## config.mk

```make
export PLATFORM = sky130hd
export DESIGN_NAME = fetch_prefetch
export DESIGN_NICKNAME = d
export VERILOG_FILES = /design/src/rtl/fetch_pkg.sv /design/src/rtl/fetch_queue.sv /design/src/rtl/fetch_prefetch.sv
export SDC_FILE = /design/constraint.sdc
export NUM_CORES = 1
export LEC_CHECK = 0
export CORE_MARGIN = 2
export CORE_UTILIZATION = 56
export CTS_CLUSTER_SIZE = 8
export DETAILED_ROUTE_END_ITERATION = 6
export PLACE_DENSITY = 0.82
export SLEW_MARGIN = 20
export SYNTH_ARGS = -nofsm -noshare
export SYNTH_HDL_FRONTEND = slang
export SYNTH_SLANG_ARGS = --single-unit
export TNS_END_PERCENT = 5
```

## constraint.sdc

```tcl
create_clock -name clk_i -period 12.3 [get_ports clk_i]
set_input_delay 2.46 -clock clk_i [delete_from_list [all_inputs] [get_ports clk_i]]
set_output_delay 2.46 -clock clk_i [all_outputs]
set_load 0.1 [all_outputs]
```

## src/rtl/fetch_pkg.sv

```systemverilog
// fetch_pkg: types and constants shared by the fetch unit and its queue.
// Holds the queued fetch entry layout, the default reset PC and a helper
// that derives the queue pointer width from the queue depth.
package fetch_pkg;

  localparam logic [31:0] RESET_PC_DEFAULT = 32'h0000_0000;

  // One fetched instruction plus the prediction made for it.
  typedef struct packed {
    logic [31:0] pc;
    logic [31:0] instr;
    logic        pred_taken;
    logic [31:0] pred_pc;
  } fetch_entry_t;

  // Pointer width for a power-of-two queue depth (at least one bit).
  function automatic int unsigned ptr_width(input int unsigned depth);
    return (depth > 1) ? $clog2(depth) : 1;
  endfunction

endpackage

```

## src/rtl/fetch_queue.sv

```systemverilog
// fetch_queue: synchronous FIFO of fetch_entry_t with flush.
// DEPTH must be a power of two >= 2. The pointers wrap naturally, and count
// carries one extra bit so that full is simply its MSB. A flush empties the
// queue and overrides push and pop in the same cycle.
module fetch_queue
  import fetch_pkg::*;
#(
  parameter int unsigned DEPTH = 4
) (
  input  logic         clk_i,
  input  logic         rst_i,
  input  logic         flush_i,
  input  logic         push_i,
  input  logic         pop_i,
  input  fetch_entry_t data_i,
  output fetch_entry_t data_o,
  output logic         full_o,
  output logic         empty_o
);

  localparam int unsigned PTR_W = ptr_width(DEPTH);

  fetch_entry_t     r_mem [DEPTH];
  logic [PTR_W-1:0] r_wr_ptr;
  logic [PTR_W-1:0] r_rd_ptr;
  logic [PTR_W:0]   r_count;
  logic             w_push_ok;
  logic             w_pop_ok;

  assign full_o    = r_count[PTR_W];
  assign empty_o   = (r_count == '0);
  // A push is refused while full, even if a pop frees a slot this cycle.
  assign w_push_ok = push_i && !full_o && !flush_i;
  assign w_pop_ok  = pop_i && !empty_o && !flush_i;
  assign data_o    = r_mem[r_rd_ptr];

  // Storage: write the accepted entry at the tail.
  // NOTE: the storage array has no reset; count and pointers alone decide which slots are live.
  always_ff @(posedge clk_i) begin
    if (w_push_ok) begin
      r_mem[r_wr_ptr] <= data_i;
    end
  end

  // Pointer and occupancy bookkeeping; reset and flush both empty the queue.
  // NOTE: state registers use non-blocking assignments so all flops update from pre-edge values.
  always_ff @(posedge clk_i) begin
    if (rst_i || flush_i) begin
      r_wr_ptr <= '0;
      r_rd_ptr <= '0;
      r_count  <= '0;
    end else begin
      if (w_push_ok) begin
        r_wr_ptr <= r_wr_ptr + 1'b1;
      end
      if (w_pop_ok) begin
        r_rd_ptr <= r_rd_ptr + 1'b1;
      end
      case ({w_push_ok, w_pop_ok})
        2'b10:   r_count <= r_count + 1'b1;
        2'b01:   r_count <= r_count - 1'b1;
        default: r_count <= r_count;
      endcase
    end
  end

endmodule

```

## src/rtl/fetch_prefetch.sv

```systemverilog
// fetch_prefetch: PC register, next-PC selection and an instruction queue
// that decouples instruction fetch from decode.
// Optional feature: define FETCH_QUEUE_BYPASS_EN to forward a fetch straight
// to the decode outputs when the queue is empty (zero-cycle latency). If the
// macro is left undefined, decode is fed only from queue storage.
module fetch_prefetch
  import fetch_pkg::*;
#(
  parameter int unsigned QUEUE_DEPTH = 4,
  parameter logic [31:0] RESET_PC    = RESET_PC_DEFAULT
) (
  input  logic        clk_i,
  input  logic        rst_i,
  output logic [31:0] imem_addr_o,
  output logic        imem_req_o,
  input  logic        imem_valid_i,
  input  logic [31:0] instr_f_i,
  input  logic        predict_taken_i,
  input  logic [31:0] predict_pc_i,
  input  logic        redirect_i,
  input  logic [31:0] redirect_pc_i,
  input  logic        decode_ready_i,
  output logic        valid_d_o,
  output logic [31:0] instr_d_o,
  output logic [31:0] pc_d_o,
  output logic [31:0] pc_plus_4_d_o,
  output logic        predict_taken_d_o,
  output logic [31:0] predict_pc_d_o
);

  logic [31:0]  r_pc;
  logic [31:0]  w_pred_target;
  logic [31:0]  w_next_pc;
  logic         w_fire;
  logic         w_bypass;
  logic         w_push;
  logic         w_pop;
  logic         w_q_full;
  logic         w_q_empty;
  logic         w_out_valid;
  fetch_entry_t w_fetch_entry;
  logic [31:0]  w_fetch_instr;
  logic         w_fetch_taken;
  fetch_entry_t w_head_entry;
  fetch_entry_t w_out_entry;
  logic         w_unused;

  // Only the word-aligned parts of the target PCs are used.
  assign w_unused = ^{predict_pc_i[1:0], redirect_pc_i[1:0]};

  assign w_pred_target = {predict_pc_i[31:2], 2'b00};
  assign w_next_pc     = predict_taken_i ? w_pred_target : (r_pc + 32'd4);

  assign imem_addr_o = r_pc;
  assign imem_req_o  = !w_q_full && !redirect_i;
  assign w_fire      = imem_req_o && imem_valid_i;

  assign w_fetch_instr = instr_f_i;
  assign w_fetch_taken = predict_taken_i;
  assign w_fetch_entry = '{pc: r_pc, instr: w_fetch_instr,
                           pred_taken: w_fetch_taken, pred_pc: w_next_pc};

`ifdef FETCH_QUEUE_BYPASS_EN
  // w_fire already excludes redirect cycles, because a redirect drops the request.
  assign w_bypass = w_q_empty && w_fire;
`else
  assign w_bypass = 1'b0;
`endif

  // A bypassed entry that decode takes immediately never occupies a slot.
  assign w_push = w_fire && !(w_bypass && decode_ready_i);
  assign w_pop  = !w_q_empty && decode_ready_i;

  fetch_queue #(
    .DEPTH (QUEUE_DEPTH)
  ) u_queue (
    .clk_i   (clk_i),
    .rst_i   (rst_i),
    .flush_i (redirect_i),
    .push_i  (w_push),
    .pop_i   (w_pop),
    .data_i  (w_fetch_entry),
    .data_o  (w_head_entry),
    .full_o  (w_q_full),
    .empty_o (w_q_empty)
  );

  // PC register: reset, then redirect, then advance on each fired fetch.
  always_ff @(posedge clk_i) begin
    if (rst_i) begin
      r_pc <= RESET_PC;
    end else if (redirect_i) begin
      r_pc <= {redirect_pc_i[31:2], 2'b00};
    end else if (w_fire) begin
      r_pc <= w_next_pc;
    end
  end

  // Decode-side source select: bypassed fetch, then queue head, else idle zeros.
  always_comb begin
    // NOTE: every variable gets a default first, so no path through the block can infer a latch.
    w_out_valid = 1'b0;
    w_out_entry = '0;
    if (w_bypass) begin
      w_out_valid = 1'b1;
      w_out_entry = w_fetch_entry;
    end else if (!w_q_empty) begin
      w_out_valid = 1'b1;
      w_out_entry = w_head_entry;
    end
  end

  assign valid_d_o         = w_out_valid;
  assign instr_d_o         = w_out_entry.instr;
  assign pc_d_o            = w_out_entry.pc;
  assign pc_plus_4_d_o     = w_out_valid ? (w_out_entry.pc + 32'd4) : 32'd0;
  assign predict_taken_d_o = w_out_entry.pred_taken;
  assign predict_pc_d_o    = w_out_entry.pred_pc;

endmodule

```

==> results.py, run 1 <==
metrics = {
    "global_routing": {
        "grt_pass1_wl_um": 64940,
        "track_usage_pct": 25.57,
        "antenna_found_initial": 2,
        "grt_pass1_vias": 11130,
        "grt_max_degree": 76,
        "grt_overflow": 0,
    },
    "critical_path": {
        "critPathCaptureType": "output port",
        "cp.required_ns": 9.84,
        "worstReg2RegEnd": "u_queue.r_mem[2][24]",
        "worst-setup-path-type": "reg2out",
        "r2r_slack_ns": 9.20,
        "r2r_start": "imem_addr_o[2]",
        "crit_path_max_fanout": 75,
        "arrival_ns": 5.56,
        "rr_worst_depth": 6,
        "critPathLaunchType": "register",
    },
    "sta": {
        "slew_violations": 0,
        "setup_viol": 0,
        "slew_headroom_pct": 24.63,
        "finalSetupTns_ns": 0,
        "tightest_slew_ns": 1.121,
        "fin_skew_ns": 0.02334,
        "rsz0062_at_grt": "no",
        "hold_ws_ns": 0.5126,
        "hold_viol": 0,
        "max_freq_mhz": 124.6,
        "min_period_over_period_pct": 65.24,
        "period_needed_ns": 8.025,
    },
    "die": {
        "die_w_um": 185.1,
        "io_pins": 265,
        "num_rows": 66,
        "die_h_um": 185.1,
        "die_area_mm2": 0.03425,
        "start_util_pct": 56.72,
        "design.core.area_mm2": 0.03237,
    },
    "run_status": {
        "status": "finished clean",
    },
    "yosys": {
        "synth_nets": 1241,
        "syn_inst": 1131,
        "synth.area.top_cells": "edfxtp_1 63%, mux4_2 10%, dfxtp_1 4.5%, and2_1 3.1%, mux4_1 2.0%",
        "synth_top_area_share_pct": 63.46,
        "netlist_area_mm2": 0.01836,
        "synth-edff-count": 388,
        "ys_seq_area_share_pct": 67.93,
        "yosys.area.top_type": "edfxtp_1",
        "synth_ff_type": "edfxtp_1",
        "ys.warnings.count": 0,
        "synth_seq_cells": 429,
        "syn_area_per_cell_um2": 16.23,
        "async_flop_share_pct": 0,
        "synth_cell_types": 54,
    },
    "detailed_routing": {
        "vias": 10960,
        "wire_per_inst_um": 23.32,
        "drt_iter0_drc": 1035,
        "drtPass1Iterations": 7,
        "route.detailed.drc": 0,
        "ant_nets": 0,
        "routed_via_density": 5.914,
        "wl_um": 43230,
    },
    "clock_network": {
        "cts_resized": 0,
        "hold_buffers": 0,
        "cts_root_buf": "clkbuf_16",
        "htree_levels": 2,
        "cts_tree": "done",
        "clk_pin_slew_ns": 0.06,
        "cts_buffers": 59,
        "post_cts.repair.setup_buffers": 0,
        "cts_sinks": 429,
        "clkLatencyLatePin_ns": 0.58,
        "clock_path_buffers": 3,
    },
    "placement": {
        "placedCellCount": 1757,
        "gp_congestion": 0.7940,
        "hpwl_um": 26070,
        "io_buffers": 260,
    },
    "worst_hold_path": {
        "hold_start": "u_queue.r_wr_ptr[1]",
        "worst_hold_path.endpoint": "u_queue.r_wr_ptr[1]",
        "hold_depth": 2,
        "hp-class": "reg2reg",
    },
    "pwr": {
        "internal-power_w": 0.002604,
        "sw_frac_of_total_pct": 24.38,
        "pwr-share-comb_pct": 9.6,
        "vdd_drop_max_mv": 0.1148,
        "power.density_mw_per_mm2": 151.1,
        "p_total_w": 0.003444,
        "power_leakage_nw": 7.396,
        "seqPwrFrac_pct": 48.1,
        "clock_power_share_pct": 42.3,
        "power.net_switching_w": 0.0008398,
    },
    "layout": {
        "layout-drive-gt1-share_pct": 13.32,
        "final_cells": 1854,
        "final_nets": 1486,
        "syn_to_final_growth_pct": 24.14,
    },
    "run": {
        "maxCapViolations": 0,
    },
}
==> layout by cell type, fill, tap and decap left out, types with 7 or more instances in the layout <==
master           synthesis  routed
mux4_1                  14      14
nand4_1                 15      15
edfxtp_1               388     388
clkdlybuf4s50_1          0     259
nand3_1                 22      22
inv_1                   19      19
a22oi_1                 24      24
xor2_1                  28      28
and2_1                  91      91
a21oi_1                 24      24
nor3_1                   8       7
nor2_1                  66      65
xnor2_1                 27      27
clkbuf_1                38      33
dfxtp_1                 41      39
clkbuf_16                0      59
o2bb2ai_1                8       8
nand2_1                 78      78
buf_4                   37      15
o21ai_0                 21      21
ha_1                     7       7
mux4_2                  82      82
==> cell type report <==
class / count / area, um2
multi-input combinational: 591 / 5313
tap: 442 / 553.0
inverter: 20 / 75.07
fill: 2124 / 9578
clock inverter: 4 / 60.06
antenna: 1 / 2.502
clock buffer: 92 / 1600
timing repair buffer: 275 / 2710
sequential: 429 / 12480
==> state kept, by name, indices dropped and copies added (netlist names), named ones only <==
name              flops
u_queue.r_rd_ptr      2
imem_addr_o          32
u_queue.r_wr_ptr      2
u_queue.r_mem       388
u_queue.r_count       3
==> worst max path at each step <==
stage / to / slack (ns) / depth (start not counted)
4_1_cts: pc_plus_4_d_o[29] / 4.20 / 8
6_report: pc_plus_4_d_o[29] / 4.28 / 8
5_1_grt: pc_plus_4_d_o[29] / 4.10 / 8
3_5_place_dp: pc_plus_4_d_o[29] / 4.85 / 8
2_1_floorplan: pc_plus_4_d_o[24] / 4.48 / 10
3_3_place_gp: pc_plus_4_d_o[29] / 4.88 / 8
==> metrics by stage <==
stage                     worst slack (ns)  utilization, %  cell area, um2
after floorplan                      4.484               -           18360
after global placement               4.880           65.28           21130
after detailed placement             4.854           65.28           21130
after CTS                            4.202           70.40           22790
after global routing                 4.103           70.40           22790
final                                4.275           70.41           22790
==> Yosys cell counts (all sizes together), types with 3 or more instances <==
cell type,count
buf,53
mux2i,5
nand2,78
ha,7
inv,19
and2,91
or2,3
a22oi,24
xor2,28
and3,9
o41ai,6
nand4,18
dfxtp,41
nor3,8
o2bb2ai,8
nand3,22
nor2,67
clkbuf,38
a21o,6
edfxtp,388
mux4,96
xnor2,27
o21ai,23
nor4,11
mux2,7
a21oi,24
==> logic make-up after synthesis <==
group | Yosys count | synth area share (%)
adders and majority gates | 8 | 0.5861
muxes | 108 | 12.78
DFF | 429 | 67.93
and+or+nand+nor | 322 | 9.309
xor gates and xnor gates | 55 | 2.624
AOI/OAI and AO/OA | 98 | 3.482
buffers and inverters | 111 | 3.285
==> worst max-delay path, stage by stage, from the launching register on <==
cell and delay, ns:
dfxtp_4 0.66, buf_4 0.89, mux4_2 0.55, nand4_4 0.17
nor4_1 0.71, nand3_1 0.31, or3_1 0.38, a21oi_1 0.16
clkdlybuf4s50_1 1.15
==> routing by layer <==
metal	share of wire (%)	global-route usage, %
met4	1.6	6.635
met1	39	34.68
met5	0.021	0
met2	49	42.46
met3	9.5	5.643
==> power groups by stage <==
stage | Sequential (W) | Combinational, W | Clock (W)
after floorplan | 0.00167 | 0.000236 | 0
after global placement | 0.00168 | 0.000325 | 0
after detailed placement | 0.00168 | 0.000329 | 0
after CTS | 0.00165 | 0.000332 | 0.00148
after global routing | 0.00166 | 0.000346 | 0.00154
final | 0.00166 | 0.000331 | 0.00146
No activity file was read; power rests on OpenSTA's default activity.
==> run 2, diff against run 1 <==
--- a/config.mk
+++ b/config.mk
@@ -6,10 +6,10 @@
 export NUM_CORES = 1
 export LEC_CHECK = 0
 export CORE_MARGIN = 2
-export CORE_UTILIZATION = 56
+export CORE_UTILIZATION = 49
 export CTS_CLUSTER_SIZE = 8
 export DETAILED_ROUTE_END_ITERATION = 6
-export PLACE_DENSITY = 0.82
+export PLACE_DENSITY = 0.76
 export SLEW_MARGIN = 20
 export SYNTH_ARGS = -nofsm -noshare
 export SYNTH_HDL_FRONTEND = slang
==> constraint.sdc (replaced) <==
create_clock -name clk_i -period 7.04 [get_ports clk_i]
set_input_delay 1.408 -clock clk_i [delete_from_list [all_inputs] [get_ports clk_i]]
set_output_delay 1.408 -clock clk_i [all_outputs]
set_load 0.1 [all_outputs]
==> results.py, run 2 (synthesis gave the netlist of run 1 again) <==
metrics = {
    "layout": {
        "mostFrequentLayoutCell": "edfxtp_1",
        "top_register": "u_queue.r_mem",
        "layout-drive-gt1-share_pct": 13.37,
        "largest_register_ffs": 388,
        "n_fill_cell": 2679,
        "final_core_util_pct": 62.23,
        "syn_to_final_growth_pct": 24.68,
        "final_cells": 1899,
        "final_nets": 1490,
        "mostFrequentLayoutCells": "388 x edfxtp_1, 258 x clkdlybuf4s50_1, 91 x and2_1",
    },
    "clock_network": {
        "hold_buffers": 0,
        "cts_resized": 0,
        "clk_pin_slew_ns": 0.05,
        "clock_path_buffers": 3,
        "cts_tree": "done",
        "clkLatencyLatePin_ns": 0.59,
        "post_cts.repair.setup_buffers": 0,
        "htree_levels": 2,
        "cts_buffers": 59,
        "cts_root_buf": "clkbuf_16",
        "cts_sinks": 429,
    },
    "placement": {
        "hpwl_um": 27320,
        "io_buffers": 260,
        "dpl_worst_slack_ns": 1.378,
        "gp_congestion": 0.8599,
        "placedCellCount": 1786,
    },
    "critical_path": {
        "crit_path_max_fanout": 51,
        "critPathSlowestCell": "clkdlybuf4s50_1",
        "worst-setup-path-type": "reg2out",
        "path_delay_family": "buffers and inverters",
        "cp.required_ns": 5.63,
        "crit_buf_inv": 3,
        "rr_worst_depth": 5,
        "slowest_delay_ns": 1.15,
        "arrival_ns": 4.86,
        "critPathCaptureType": "output port",
        "crit_chain": "nor3_2 > buf_4 > inv_2 > and2_1 > ha_1 > nand3_1 > nor4_2 > nand4_1 > xor2_1 > nor2_1 > clkdlybuf4s50_1",
        "critPathLaunchType": "register",
        "cp_num_cells": 11,
    },
    "sta": {
        "period_needed_ns": 6.267,
        "min_period_over_period_pct": 89.03,
        "fin_skew_ns": 0.01822,
        "slew_headroom_pct": 29.02,
        "rsz0062_at_grt": "no",
        "setup_viol": 0,
        "setup_ws_ns": 0.7726,
        "hold_ws_ns": 0.5019,
        "max_freq_mhz": 159.6,
        "hold_viol": 0,
        "tightest_slew_ns": 1.065,
        "slew_violations": 0,
        "finalSetupTns_ns": 0,
    },
    "detailed_routing": {
        "wire_per_inst_um": 22.98,
        "routed_via_density": 5.689,
        "drt_iter0_drc": 747,
        "wl_um": 43630,
        "drtPass1Iterations": 5,
        "ant_nets": 0,
        "vias": 10800,
        "route.detailed.drc": 0,
    },
    "global_routing": {
        "track_usage_pct": 22.34,
        "grt_pass1_vias": 10920,
        "grt_pass1_wl_um": 64870,
        "grt_max_degree": 67,
        "antenna_found_initial": 4,
        "grt_overflow": 0,
    },
    "die": {
        "die_w_um": 197.6,
        "die_area_mm2": 0.03903,
        "io_pins": 265,
        "num_rows": 70,
        "start_util_pct": 49.91,
        "design.core.area_mm2": 0.03679,
        "die_h_um": 197.6,
    },
    "pwr": {
        "power.density_mw_per_mm2": 263.5,
        "vdd_drop_max_mv": 0.1794,
        "power_leakage_nw": 7.425,
    },
    "worst_hold_path": {
        "hold_depth": 2,
        "hp-class": "reg2reg",
    },
    "run_status": {
        "status": "finished clean",
    },
    "run": {
        "maxCapViolations": 0,
    },
}
run 2: worst reg2reg max path, cell delays in order, from the launching register on:
cell and delay [ns]:
dfxtp_1 0.59, nand4_1 0.40, nor4_2 0.97, nand3_1 0.19, xor2_1 0.18, o21ai_0 0.60
run 2: area by class of cell:
type	instances	area, um2	share of cell area, %
Sequential cell	429	12480	54.52
Multi-Input combinational cell	591	5313	23.21
Timing Repair Buffer	279	2750	12.01
Clock buffer	109	1674	7.313
Tap cell	468	585.6	2.558
Inverter	20	75.07	0.3280
Clock inverter	1	8.758	0.03826
Antenna cell	2	5.005	0.02186
run 2: final timing paths:
path | from | endpoint | slack, ns
min reg2reg | u_queue.r_wr_ptr[1] | u_queue.r_wr_ptr[1] | 0.50
max | u_queue.r_count[2] | pc_plus_4_d_o[28] | 0.77
max reg2reg | imem_addr_o[5] | u_queue.r_mem[0][25] | 3.81
min | u_queue.r_wr_ptr[1] | u_queue.r_wr_ptr[1] | 0.50
run 2: power breakdown:
| part | total [W] | internal, W | switching (W) |
|---|---|---|---|
| sequential | 0.00289 | 0.00284 | 0.0000469 |
| clock | 0.00256 | 0.00157 | 0.000989 |
| combinational | 0.000584 | 0.000173 | 0.000410 |
| total | 0.00603 | 0.00459 | 0.00145 |
run 2: through the flow:
stage               area, um2  power [W]
global placement        21180   0.003512
detailed placement      21180   0.003520
CTS                     22870   0.006083
finish                  22890   0.006031
global route            22890   0.006218
floorplan               18360   0.003331
run 2: per-layer routing:
metal / track usage, % / wire length, um / up-vias
li1: - / - / 4832
met2: 37.26 / 21660 / 411
met3: 4.490 / 3042 / 82
met1: 28.93 / 17600 / 5475
met5: 0 / 26 / -
met4: 8.911 / 1306 / 4
==> run 3, diff against run 2 <==
--- a/config.mk
+++ b/config.mk
@@ -10,7 +10,7 @@
 export CTS_CLUSTER_SIZE = 8
 export DETAILED_ROUTE_END_ITERATION = 6
 export PLACE_DENSITY = 0.76
-export SLEW_MARGIN = 20
+export SLEW_MARGIN = 10
 export SYNTH_ARGS = -nofsm -noshare
 export SYNTH_HDL_FRONTEND = slang
 export SYNTH_SLANG_ARGS = --single-unit
==> results.py, run 3 (synthesis gave the netlist of run 1 again) <==
metrics = {
    "sta": {
        "rsz0062_at_grt": "no",
        "hold_ws_ns": 0.5009,
        "period_needed_ns": 6.268,
        "hold_viol": 0,
        "slew_headroom_pct": 26.23,
        "fin_skew_ns": 0.01835,
        "max_freq_mhz": 159.5,
        "min_period_over_period_pct": 89.04,
        "slew_violations": 0,
        "tightest_slew_ns": 1.107,
        "setup_viol": 0,
        "finalSetupTns_ns": 0,
    },
    "clock_network": {
        "cts_resized": 0,
        "cts_buffers": 59,
        "clk_pin_slew_ns": 0.05,
        "hold_buffers": 0,
        "post_cts.repair.setup_buffers": 0,
        "cts_tree": "done",
        "cts_root_buf": "clkbuf_16",
        "cts_sinks": 429,
        "htree_levels": 2,
        "clock_path_buffers": 3,
        "clkLatencyLatePin_ns": 0.59,
    },
    "critical_path": {
        "critPathLaunchType": "register",
        "arrival_ns": 4.86,
        "crit_path_max_fanout": 51,
        "worst-setup-path-type": "reg2out",
        "crit_chain": "nor3_2 > buf_4 > inv_2 > and2_1 > ha_1 > nand3_1 > nor4_2 > nand4_1 > xor2_1 > nor2_1 > clkdlybuf4s50_1",
        "worstReg2RegEnd": "u_queue.r_mem[0][25]",
        "critPathSlowestCell": "clkdlybuf4s50_1",
        "r2r_start": "imem_addr_o[5]",
        "rr_worst_depth": 5,
        "critPathCaptureType": "output port",
        "slowest_delay_ns": 1.15,
        "r2r_slack_ns": 3.87,
        "cp.required_ns": 5.63,
    },
    "pwr": {
        "vdd_drop_max_mv": 0.1793,
        "p_total_w": 0.006032,
        "power.density_mw_per_mm2": 263.7,
        "power_leakage_nw": 7.417,
    },
    "layout": {
        "n_fill_cell": 2680,
        "final_area_mm2": 0.02287,
        "layout-drive-gt1-share_pct": 13.31,
        "top_register": "u_queue.r_mem",
        "largest_register_ffs": 388,
        "final_cells": 1899,
        "mostFrequentLayoutCell": "edfxtp_1",
        "final_nets": 1489,
        "syn_to_final_growth_pct": 24.58,
        "mostFrequentLayoutCells": "388 x edfxtp_1, 258 x clkdlybuf4s50_1, 91 x and2_1",
    },
    "die": {
        "num_rows": 70,
        "die_h_um": 197.6,
        "io_pins": 265,
        "start_util_pct": 49.91,
        "die_w_um": 197.6,
        "die_area_mm2": 0.03903,
        "design.core.area_mm2": 0.03679,
    },
    "placement": {
        "placedCellCount": 1786,
        "hpwl_um": 27320,
        "io_buffers": 260,
        "placed_area_mm2": 0.02118,
        "gp_congestion": 0.8599,
    },
    "detailed_routing": {
        "vias": 10840,
        "route.detailed.drc": 0,
        "wire_per_inst_um": 23.01,
        "wl_um": 43700,
        "drtPass1Iterations": 5,
        "ant_nets": 0,
        "routed_via_density": 5.709,
        "drt_iter0_drc": 702,
    },
    "global_routing": {
        "track_usage_pct": 22.34,
        "grt_pass1_wl_um": 64870,
        "grt_max_degree": 67,
        "grt_overflow": 0,
        "antenna_found_initial": 4,
        "grt_pass1_vias": 10920,
    },
    "worst_hold_path": {
        "hold_start": "u_queue.r_wr_ptr[1]",
        "worst_hold_path.endpoint": "u_queue.r_wr_ptr[1]",
        "hold_depth": 2,
        "hp-class": "reg2reg",
    },
    "run": {
        "maxCapViolations": 0,
    },
    "run_status": {
        "status": "finished clean",
    },
}
run 3: cell types whose count changed in the layout (fill, tap and decap cells not counted):
cell,before,now
buf_12,1,0
diode_2,2,3
run 3: final cells by class:
| type | count | area (um2) | area share, % |
|---|---|---|---|
| Sequential cell | 429 | 12480 | 54.56 |
| Multi-Input combinational cell | 591 | 5313 | 23.23 |
| Timing Repair Buffer | 278 | 2730 | 11.94 |
| Clock buffer | 109 | 1674 | 7.319 |
| Tap cell | 468 | 585.6 | 2.560 |
| Inverter | 20 | 75.07 | 0.3282 |
| Clock inverter | 1 | 8.758 | 0.03829 |
| Antenna cell | 3 | 7.507 | 0.03282 |
run 3: critical path: cells and delay by family, from the launching register on:
family	cells	cell delay, ns
adders and majority gates	1	0.19
DFF	1	0.38
buffers and inverters	3	2.00
xor gates and xnor gates	1	0.19
and+or+nand+nor	6	1.49
run 3: worst max path at each step:
stage / startpoint / to / slack (ns) / depth (start not counted)
after floorplan: u_queue.r_count[0] / pc_plus_4_d_o[24] / 0.28 / 10
after global placement: register / pc_plus_4_d_o[29] / 1.46 / 8
after detailed placement: u_queue.r_count[2] / pc_plus_4_d_o[28] / 1.38 / 11
after CTS: register / pc_plus_4_d_o[29] / 0.73 / 8
after global routing: u_queue.r_count[2] / pc_plus_4_d_o[28] / 0.50 / 11
final: u_queue.r_count[2] / pc_plus_4_d_o[28] / 0.77 / 11
run 3: through the flow:
stage                     util (%)  setup WS [ns]
after floorplan                  -         0.2759
after global placement       57.58          1.457
after detailed placement     57.58          1.378
after CTS                    62.16         0.7277
after global routing         62.17         0.4972
final                        62.18         0.7717
run 3: report_power, final:
part | total, W | leakage [nW] | switching, W | internal (W)
Clock | 0.00256 | 0.797 | 0.000988 | 0.00157
Combinational | 0.000584 | 2.66 | 0.000411 | 0.000173
Sequential | 0.00289 | 3.96 | 0.0000468 | 0.00284
Total | 0.00603 | 7.42 | 0.00145 | 0.00459
run 3: layer usage:
layer	wire (um)	track usage (%)	up-vias
li1	-	-	4834
met1	17470	28.93	5479
met2	21670	37.26	441
met3	3234	4.490	84
met4	1293	8.911	4
met5	27	0	-
